<file path="config.mk">
export PLATFORM = sky130hd
export DESIGN_NAME = bpred_table_ctrl
export DESIGN_NICKNAME = d
export VERILOG_FILES = /design/src/rtl/bpred_table_ctrl.sv
export SDC_FILE = /design/constraint.sdc
export NUM_CORES = 1
export LEC_CHECK = 0
export ABC_AREA = 1
export ABC_CLOCK_PERIOD_IN_PS = 2400
export BUFFER_PORTS_ARGS = -buffer_cell sky130_fd_sc_hd__buf_2
export CAP_MARGIN = 20
export CORE_ASPECT_RATIO = 1.25
export CORE_MARGIN = 3
export CORE_UTILIZATION = 57
export CTS_CLUSTER_DIAMETER = 40
export DETAILED_ROUTE_END_ITERATION = 7
export PLACE_DENSITY_LB_ADDON = 0.1
export SLEW_MARGIN = 20
export SYNTH_ARGS = -nofsm -noshare
export SYNTH_HDL_FRONTEND = slang
export SYNTH_SLANG_ARGS = --single-unit
</file>
<file path="constraint.sdc">
create_clock -name i_clk -period 2.4 [get_ports i_clk]
set_input_delay 0.24 -clock i_clk [delete_from_list [all_inputs] [get_ports i_clk]]
set_output_delay 0.24 -clock i_clk [all_outputs]
set_load 0.02 [all_outputs]
</file>
<file path="src/rtl/bpred_table_ctrl.sv">
// bpred_table_ctrl
//   Controller for a table of 2-bit saturating branch-prediction counters.
//   After reset it sweeps INIT_VAL into every entry, then serves a lookup
//   port and an update port concurrently. A same-index lookup/update pair
//   accepted on the same edge predicts from the post-update value. A
//   saturating misprediction counter is kept for performance statistics.
//
//   Counter encoding: 00 strong-NT, 01 weak-NT, 10 weak-T, 11 strong-T.
//
//   state   | meaning
//   --------+---------------------------------------------------------
//   ST_INIT | sweep writes INIT_VAL to entry[ptr]; requests ignored
//   ST_RUN  | lookups and updates accepted every cycle
//
// Ports
//   i_clk, i_rst_n          clock (rising edge), async active-low reset
//   i_lk_valid, i_lk_idx    lookup request / index
//   o_lk_ready              lookup accepted this cycle when valid
//   o_pred_valid            one-cycle pulse, prediction available
//   o_pred_taken            predicted direction, holds between pulses
//   i_up_valid, i_up_idx    update request / index
//   i_up_taken              resolved branch outcome
//   o_up_ready              update accepted this cycle when valid
//   o_mispredict            pulse: last accepted update was mispredicted
//   o_mispredict_cnt        saturating misprediction count
//   i_clr_stats             synchronous clear of o_mispredict_cnt
//   o_busy                  high while the init sweep is running
module bpred_table_ctrl #(
    parameter int          IDX_W    = 4,
    parameter int          CNT_W    = 8,
    parameter logic [1:0]  INIT_VAL = 2'b10
) (
    input  logic             i_clk,
    input  logic             i_rst_n,
    input  logic             i_lk_valid,
    input  logic [IDX_W-1:0] i_lk_idx,
    output logic             o_lk_ready,
    output logic             o_pred_valid,
    output logic             o_pred_taken,
    input  logic             i_up_valid,
    input  logic [IDX_W-1:0] i_up_idx,
    input  logic             i_up_taken,
    output logic             o_up_ready,
    output logic             o_mispredict,
    output logic [CNT_W-1:0] o_mispredict_cnt,
    input  logic             i_clr_stats,
    output logic             o_busy
);

    localparam int DEPTH = 2 ** IDX_W;

    typedef enum logic [1:0] {
        ST_INIT = 2'b00,
        ST_RUN  = 2'b01
    } state_t;

    state_t           r_state;
    state_t           w_state_nxt;
    logic [IDX_W-1:0] r_ptr;
    logic [IDX_W-1:0] w_ptr_nxt;
    logic [1:0]       r_table [DEPTH];

    logic             r_pred_valid;
    logic             r_pred_taken;
    logic             r_mispredict;
    logic [CNT_W-1:0] r_cnt;

    logic             w_run;
    logic             w_lk_acc;
    logic             w_up_acc;
    logic [1:0]       w_up_old;
    logic [1:0]       w_up_new;
    logic             w_mis;
    logic [1:0]       w_lk_val;

    // ---------------- FSM ----------------
    always_ff @(posedge i_clk or negedge i_rst_n) begin
        if (!i_rst_n) begin
            r_state <= ST_INIT;
            r_ptr   <= '0;
        end else begin
            r_state <= w_state_nxt;
            r_ptr   <= w_ptr_nxt;
        end
    end

    always_comb begin
        w_state_nxt = ST_INIT;
        w_ptr_nxt   = '0;
        case (r_state)
            ST_INIT: begin
                w_ptr_nxt = r_ptr + 1'b1;
                if (r_ptr == '1) begin
                    w_state_nxt = ST_RUN;
                end
            end
            ST_RUN: begin
                w_state_nxt = ST_RUN;
            end
            default: begin
                w_state_nxt = ST_INIT;
                w_ptr_nxt   = '0;
            end
        endcase
    end

    // ---------------- datapath ----------------
    assign w_run    = (r_state == ST_RUN);
    assign w_lk_acc = i_lk_valid & w_run;
    assign w_up_acc = i_up_valid & w_run;
    assign w_up_old = r_table[i_up_idx];

    always_comb begin
        w_up_new = w_up_old;
        if (i_up_taken) begin
            if (w_up_old != 2'b11) w_up_new = w_up_old + 2'b01;
        end else begin
            if (w_up_old != 2'b00) w_up_new = w_up_old - 2'b01;
        end
    end

    // Misprediction is judged against the value before this update.
    assign w_mis = w_up_acc & (w_up_old[1] != i_up_taken);

    // Write-first bypass: a same-edge update to the looked-up entry wins.
    assign w_lk_val = (w_up_acc && (i_up_idx == i_lk_idx)) ? w_up_new
                                                            : r_table[i_lk_idx];

    // Table storage has no reset; the sweep rewrites every entry.
    always_ff @(posedge i_clk) begin
        if (r_state == ST_INIT) begin
            r_table[r_ptr] <= INIT_VAL;
        end else if (w_up_acc) begin
            r_table[i_up_idx] <= w_up_new;
        end
    end

    always_ff @(posedge i_clk or negedge i_rst_n) begin
        if (!i_rst_n) begin
            r_pred_valid <= 1'b0;
            r_pred_taken <= 1'b0;
            r_mispredict <= 1'b0;
            r_cnt        <= '0;
        end else begin
            r_pred_valid <= w_lk_acc;
            if (w_lk_acc) begin
                r_pred_taken <= w_lk_val[1];
            end
            r_mispredict <= w_mis;
            // Clear wins over a same-cycle increment.
            if (i_clr_stats) begin
                r_cnt <= '0;
            end else if (w_mis && (r_cnt != '1)) begin
                r_cnt <= r_cnt + 1'b1;
            end
        end
    end

    assign o_busy           = ~w_run;
    assign o_lk_ready       = w_run;
    assign o_up_ready       = w_run;
    assign o_pred_valid     = r_pred_valid;
    assign o_pred_taken     = r_pred_taken;
    assign o_mispredict     = r_mispredict;
    assign o_mispredict_cnt = r_cnt;

endmodule

</file>
==> flow_summary.toml, run 1 <==
[setup_path]
reg2reg_from = "r_table[8][1]"
r2r_end = "r_table[10][1]"
crit_path_end_kind = "register"
endpoint = "r_table[10][1]"
regToRegSetupSlack_ps = 460
crit_type = "reg2reg"
ff2ff_path_depth = 7
path_cells = "or2_2 -> nand3_1 -> nand3_1 -> nand3_2 -> nand2_1 -> a21oi_1 -> nand2_1"
cpLargestDelayFamily = "simple AND/OR/NAND/NOR gates"
cp_data_arrival_time_ps = 1860
worstSetupPathDepth = 7
cp_data_required_time_ps = 2310
slowest_delay_ps = 400
cp-startpoint = "r_table[8][1]"
startpoint_type = "register"
timing.critical_path.buf_inv = 0
worst-path-max-fanout = 16
cp_slowest_cell = "edfxtp_1"

[grt]
grt-ovfl-total = 0
antenna_found_initial = 0
first_global_vias = 1861
grt_pass1_wl_mm = 8.74
grt_max_degree = 25
grtUsageTotal_pct = 22.2

[timing]
relSlewSlack_pct = 66.1
hold_viol_final = 0
setup_tns_ps = 0
post-route-min-period_ps = 1940
drv_slew = 0
clock.fmax_mhz = 515
final-setup-viol-count = 0
finalCritPeriodShare_pct = 80.9
worst_pin_slew_ps = 507
rsz0062_at_grt = "no"
finClkSkew_ps = 6.49

[cells_and_area]
areaGrowthSynthToFinish_pct = 9.99
drive_above_1_share_pct = 14.3
n_antenna_cell = 0
layout_common_cells = "nand2_1 (58), inv_1 (39), nor2_1 (37)"
layout_commonest_cell = "nand2_1"
utilization_pct = 67.0
seq_area_um2 = 1360
nFillCells = 356
multi_input_area_um2 = 988
final_nets = 337

[floorplan]
die_y_um = 80.9
coreArea_um2 = 4200
die_area_um2 = 5330
rows = 26
ios = 28
initial_core_util_pct = 60.9
fp.dieW_um = 65.9

[placement]
place_congestion = 0.867
dpl.hpwl_mm = 4.06
portBuffers = 27

[power]
p_per_area_nw_per_um2 = 557
cellLeakagePower_nw = 1.30
ir_drop_v = 0.000428

[clocking]
cts_tree = "yes"
htree_levels = 2
cts.sinks = 48
cts_root_buffer = "clkbuf_8"
clk_pin_slew_ps = 80
cts_resized = 0
clock_latency_ps = 290
post_cts_buffers = 0
cts_hold_buf = 1
numCtsBuffers = 5
clock_path_buffers = 2

[routing]
wire_per_inst_um = 14.7
vias = 2055
drt_iter0_markers = 92
ant_nets = 0
via_per_inst = 5.44
wl_mm = 5.55
drc_errors = 0
firstDrtPassIters = 4

[run]
max-cap-violations = 0

[outcome]
status = "completed"

[logic_synthesis]
ys_seq_elements = 48
yosysWarnings = 0
avgSynthCellArea_um2 = 8.72
yosysSeqAreaShare_pct = 53.3
synth_area_um2 = 2550
synth_cells = 293
syn-num-nets = 309
synthDistinctLibCells = 29

[worst_hold_path]
hp-class = "in2reg"
==> synthesized netlist by cell type (all sizes together) <==
cell | number | area [um2]
a21oi | 13 | 68.8
nand4 | 10 | 68.8
dfrtp | 16 | 400
nor3 | 4 | 20.0
xnor2 | 1 | 8.76
xor2 | 6 | 52.6
nand3 | 31 | 170
nand3b | 1 | 7.51
nor2 | 38 | 159
ha | 2 | 25.0
buf | 5 | 40.0
o211ai | 7 | 52.6
edfxtp | 32 | 961
clkbuf | 3 | 11.3
nand2 | 60 | 235
or2 | 1 | 6.26
o21ai | 22 | 114
inv | 41 | 154
==> sequential cells by signal, indices dropped and copies added, names as in the netlist <==
name	cells
r_state	1
r_table	32
r_ptr	4
o_pred_valid	1
o_mispredict	1
o_mispredict_cnt	8
o_pred_taken	1
==> cell families (layout without fill, tap and decap cells) <==
logic type	Yosys count	after routing	share of synthesized area, %
compound gates	42	42	9.21
simple gates	145	145	26.1
xor+xnor	7	7	2.40
flops	48	48	53.3
fa+ha+maj	2	2	0.979
buf+inv	49	78	8.03
==> worst min-delay path, stage by stage <==
cell and delay, ps:
buf_2 70, nand2_1 70, inv_1 50
==> metal layers <==
| metal | vias up | share of wire (%) | GRT usage, % |
|---|---|---|---|
| met2 | 56 | 51 | 39.8 |
| met4 | 0 | 1.7 | 7.05 |
| li1 | 1030 | - | - |
| met1 | 960 | 43 | 27.4 |
| met3 | 9 | 5.0 | 3.04 |
| met5 | - | 0 | 0 |
==> worst min-delay path by stage <==
stage                     from            to  slack [ps]  cells past startpoint
global placement       i_rst_n      r_ptr[0]         170                      1
global route        i_lk_valid  o_pred_valid         190                      3
floorplan              i_rst_n  o_mispredict         -60                      0
detailed placement     i_rst_n  o_pred_taken         180                      1
CTS                 i_lk_valid  o_pred_valid         170                      3
finish              i_lk_valid  o_pred_valid         170                      3
==> cell type report <==
| class | count | area share, % |
|---|---|---|
| well taps | 56 | 2.49 |
| multi-input cells | 196 | 35.2 |
| repair buffers | 29 | 5.43 |
| clock inverters | 2 | 0.401 |
| inverters | 41 | 5.48 |
| flip-flops and latches | 48 | 48.4 |
| clock buffers | 6 | 2.58 |
==> power breakdown <==
group	total (mW)	leakage, nW	switching, mW	internal (mW)
Clock	0.450	0.0388	0.247	0.202
Combinational	0.201	0.760	0.143	0.0581
Sequential	0.915	0.497	0.00818	0.906
==> through the flow <==
stage          area (um2)  worst slack (ps)  std cells  power (mW)  hold WS [ps]
5_1_grt              2810               280        378        1.63           186
3_5_place_dp         2720               347        369        1.13           179
2_1_floorplan        2550               685        293        1.07         -55.6
6_report             2810               458        378        1.57           174
4_1_cts              2810               481        378        1.57           168
3_3_place_gp         2720               437        369        1.13           172
(Power assumes the default switching activity.)
==> run 2, diff against run 1 <==
--- a/config.mk
+++ b/config.mk
@@ -6,12 +6,12 @@
 export NUM_CORES = 1
 export LEC_CHECK = 0
 export ABC_AREA = 1
-export ABC_CLOCK_PERIOD_IN_PS = 2400
+export ABC_CLOCK_PERIOD_IN_PS = 1600
 export BUFFER_PORTS_ARGS = -buffer_cell sky130_fd_sc_hd__buf_2
 export CAP_MARGIN = 20
 export CORE_ASPECT_RATIO = 1.25
 export CORE_MARGIN = 3
-export CORE_UTILIZATION = 57
+export CORE_UTILIZATION = 52
 export CTS_CLUSTER_DIAMETER = 40
 export DETAILED_ROUTE_END_ITERATION = 7
 export PLACE_DENSITY_LB_ADDON = 0.1
==> constraint.sdc (replaced) <==
create_clock -name i_clk -period 1.6 [get_ports i_clk]
set_input_delay 0.16 -clock i_clk [delete_from_list [all_inputs] [get_ports i_clk]]
set_output_delay 0.16 -clock i_clk [all_outputs]
set_load 0.02 [all_outputs]
==> run 2 against run 1 <==
Compared with the run above:
- largest power group unchanged
- final cell count is 8.7% higher
- sequential power grew 50%
- sequential share of layout area decreased by 7.2 points
- first-iteration DRC count up 72%
- the run now ends with setup timing left
- design area up 18%
- power increased by 67%
- maximum frequency up 16%
- count of clock-buffer cells in the layout is the same
- largest cell class unchanged
- highest routed layer unchanged
- via count is 9.1% higher
==> flow_summary.toml, run 2 (synthesis gave the netlist of run 1 again) <==
[power]
ir_drop_v = 0.000494
seqPwrFrac_pct = 52.4
intPower_mw = 1.90
comb_power_share_pct = 18.3
cellLeakagePower_nw = 1.51
switching_share_pct = 27.1
p_clk_share_pct = 29.3
p_sw_uw = 709
p_per_area_nw_per_um2 = 790

[placement]
place_area_um2 = 2940
portBuffers = 27
dp_slack_ps = -326
dpl.hpwl_mm = 4.32
place_congestion = 0.938

[grt]
first_global_vias = 2149
grt-ovfl-total = 0
grtUsageTotal_pct = 23.4
grtUsageMet2_pct = 39.4
grt_pass1_wl_mm = 10.0
use_met3_pct = 4.95
grt_max_degree = 18
antenna_found_initial = 0
gr-max-usage-layer = "met2"
grt_use_met1_pct = 28.4

[setup_path]
cp_data_required_time_ps = 1670
crit_path_end_kind = "register"
startpoint_type = "register"
crit_type = "reg2reg"
cp_data_arrival_time_ps = 1740
path_cells = "or2_4 -> nand3_2 -> nand3_2 -> nand3_4 -> nand2_4 -> a21oi_4 -> nand2_4 -> buf_12"
cp_slowest_cell = "edfxtp_1"
worst-path-max-fanout = 8
slowest_delay_ps = 410

[timing]
drv_slew = 0
finClkSkew_ps = 4.07
post-route-min-period_ps = 1670
clock.fmax_mhz = 599
rsz0062_at_grt = "yes"
layout_setup_ws_ps = -69.4
worst_pin_slew_ps = 432
finalCritPeriodShare_pct = 104
hold_viol_final = 0
relSlewSlack_pct = 71.1
final-setup-viol-count = 40

[clocking]
htree_levels = 2
cts.sinks = 48
clk_pin_slew_ps = 90
clock_path_buffers = 2
numCtsBuffers = 5
cts_tree = "yes"
cts_root_buffer = "clkbuf_8"
clock_latency_ps = 310

[cells_and_area]
layout_common_cells = "nand2_1 (52), inv_1 (37), edfxtp_1 (32)"
multi_input_area_um2 = 1160
seq_area_um2 = 1360
drive_above_1_share_pct = 30.6
largest_reg_flops = 32
nFillCells = 342
post-route-cell-area_um2 = 3310
n_antenna_cell = 0
top_register = "r_table"
areaGrowthSynthToFinish_pct = 29.4
layout_commonest_cell = "nand2_1"
final_nets = 368

[floorplan]
initial_core_util_pct = 56.0
coreArea_um2 = 4560
fp.dieW_um = 68.7
ios = 28
rows = 27
die_y_um = 84.4
die_area_um2 = 5800

[routing]
wl_mm = 6.32
drc_errors = 0
vias = 2242
via_per_inst = 5.45
ant_nets = 0
firstDrtPassIters = 5
wire_per_inst_um = 15.4
drt_iter0_markers = 158

[outcome]
status = "finished with violations"
failed_checks = "setup timing"

[worst_hold_path]
hp-class = "in2reg"

[run]
max-cap-violations = 0
-- run 2: path summary, 6_finish.rpt --
path,startpoint,end,slack (ps),depth (start not counted)
worst min-delay path,i_lk_valid,o_pred_valid,80,3
min in group asynchronous,i_rst_n,o_pred_taken,280,2
worst max-delay path,r_table[8][1],r_table[1][1],-70,8
max in group asynchronous,i_rst_n,r_state[0],1040,2
worst min register to register,o_pred_taken,o_pred_taken,480,2
worst max register to register,r_table[8][1],r_table[1][1],-70,8
-- run 2: area by class of cell --
| type | instances | share of cell area [%] |
|---|---|---|
| clock buffer | 6 | 2.50 |
| clock inverter | 2 | 0.454 |
| inverter | 41 | 4.66 |
| multi-input combinational | 196 | 35.2 |
| sequential | 48 | 41.2 |
| tap | 58 | 2.20 |
| timing repair buffer | 60 | 13.8 |
-- run 2: metrics by stage --
stage	hold WS, ps	setup TNS, ps	util [%]	instances	power (mW)
floorplan	-136	0	-	293	1.60
global placement	94.1	-9460	64.4	396	1.76
detailed placement	95.2	-10960	64.4	396	1.76
CTS	84.4	-432	70.6	411	2.58
global route	132	-5010	72.5	411	2.72
finish	80.8	-1680	72.5	411	2.61
-- run 2: critical path, delay by kind of cell (launching register included) --
kind / cells / cell delay, ps
compound gates: 1 / 190
buf+inv: 1 / 150
flops: 1 / 410
simple gates: 6 / 680
-- run 2: power by group through the flow --
stage | Sequential, mW | Clock [mW] | Combinational [mW]
2_1_floorplan | 1.41 | 0 | 0.190
3_3_place_gp | 1.39 | 0 | 0.365
3_5_place_dp | 1.40 | 0 | 0.368
4_1_cts | 1.37 | 0.769 | 0.445
5_1_grt | 1.37 | 0.833 | 0.516
6_report | 1.37 | 0.765 | 0.479
-- run 2: repair_timing --
item | 4_1_cts | 5_1_grt
buffers inserted | 7 | 0
cloned | 1 | 0
endpoints found under the setup margin | 51 | 67
hold buffers | 1 | 0
resized for setup | 27 | 22
pin swaps | 3 | 4
hold endpoints to repair | 16 | 0
-- run 2: per-layer routing --
layer / part of all wire, % / wire length [um]
met4: 3.2 / 199
met3: 6.9 / 434
met2: 51 / 3220
met1: 39 / 2470
met5: 0 / 0
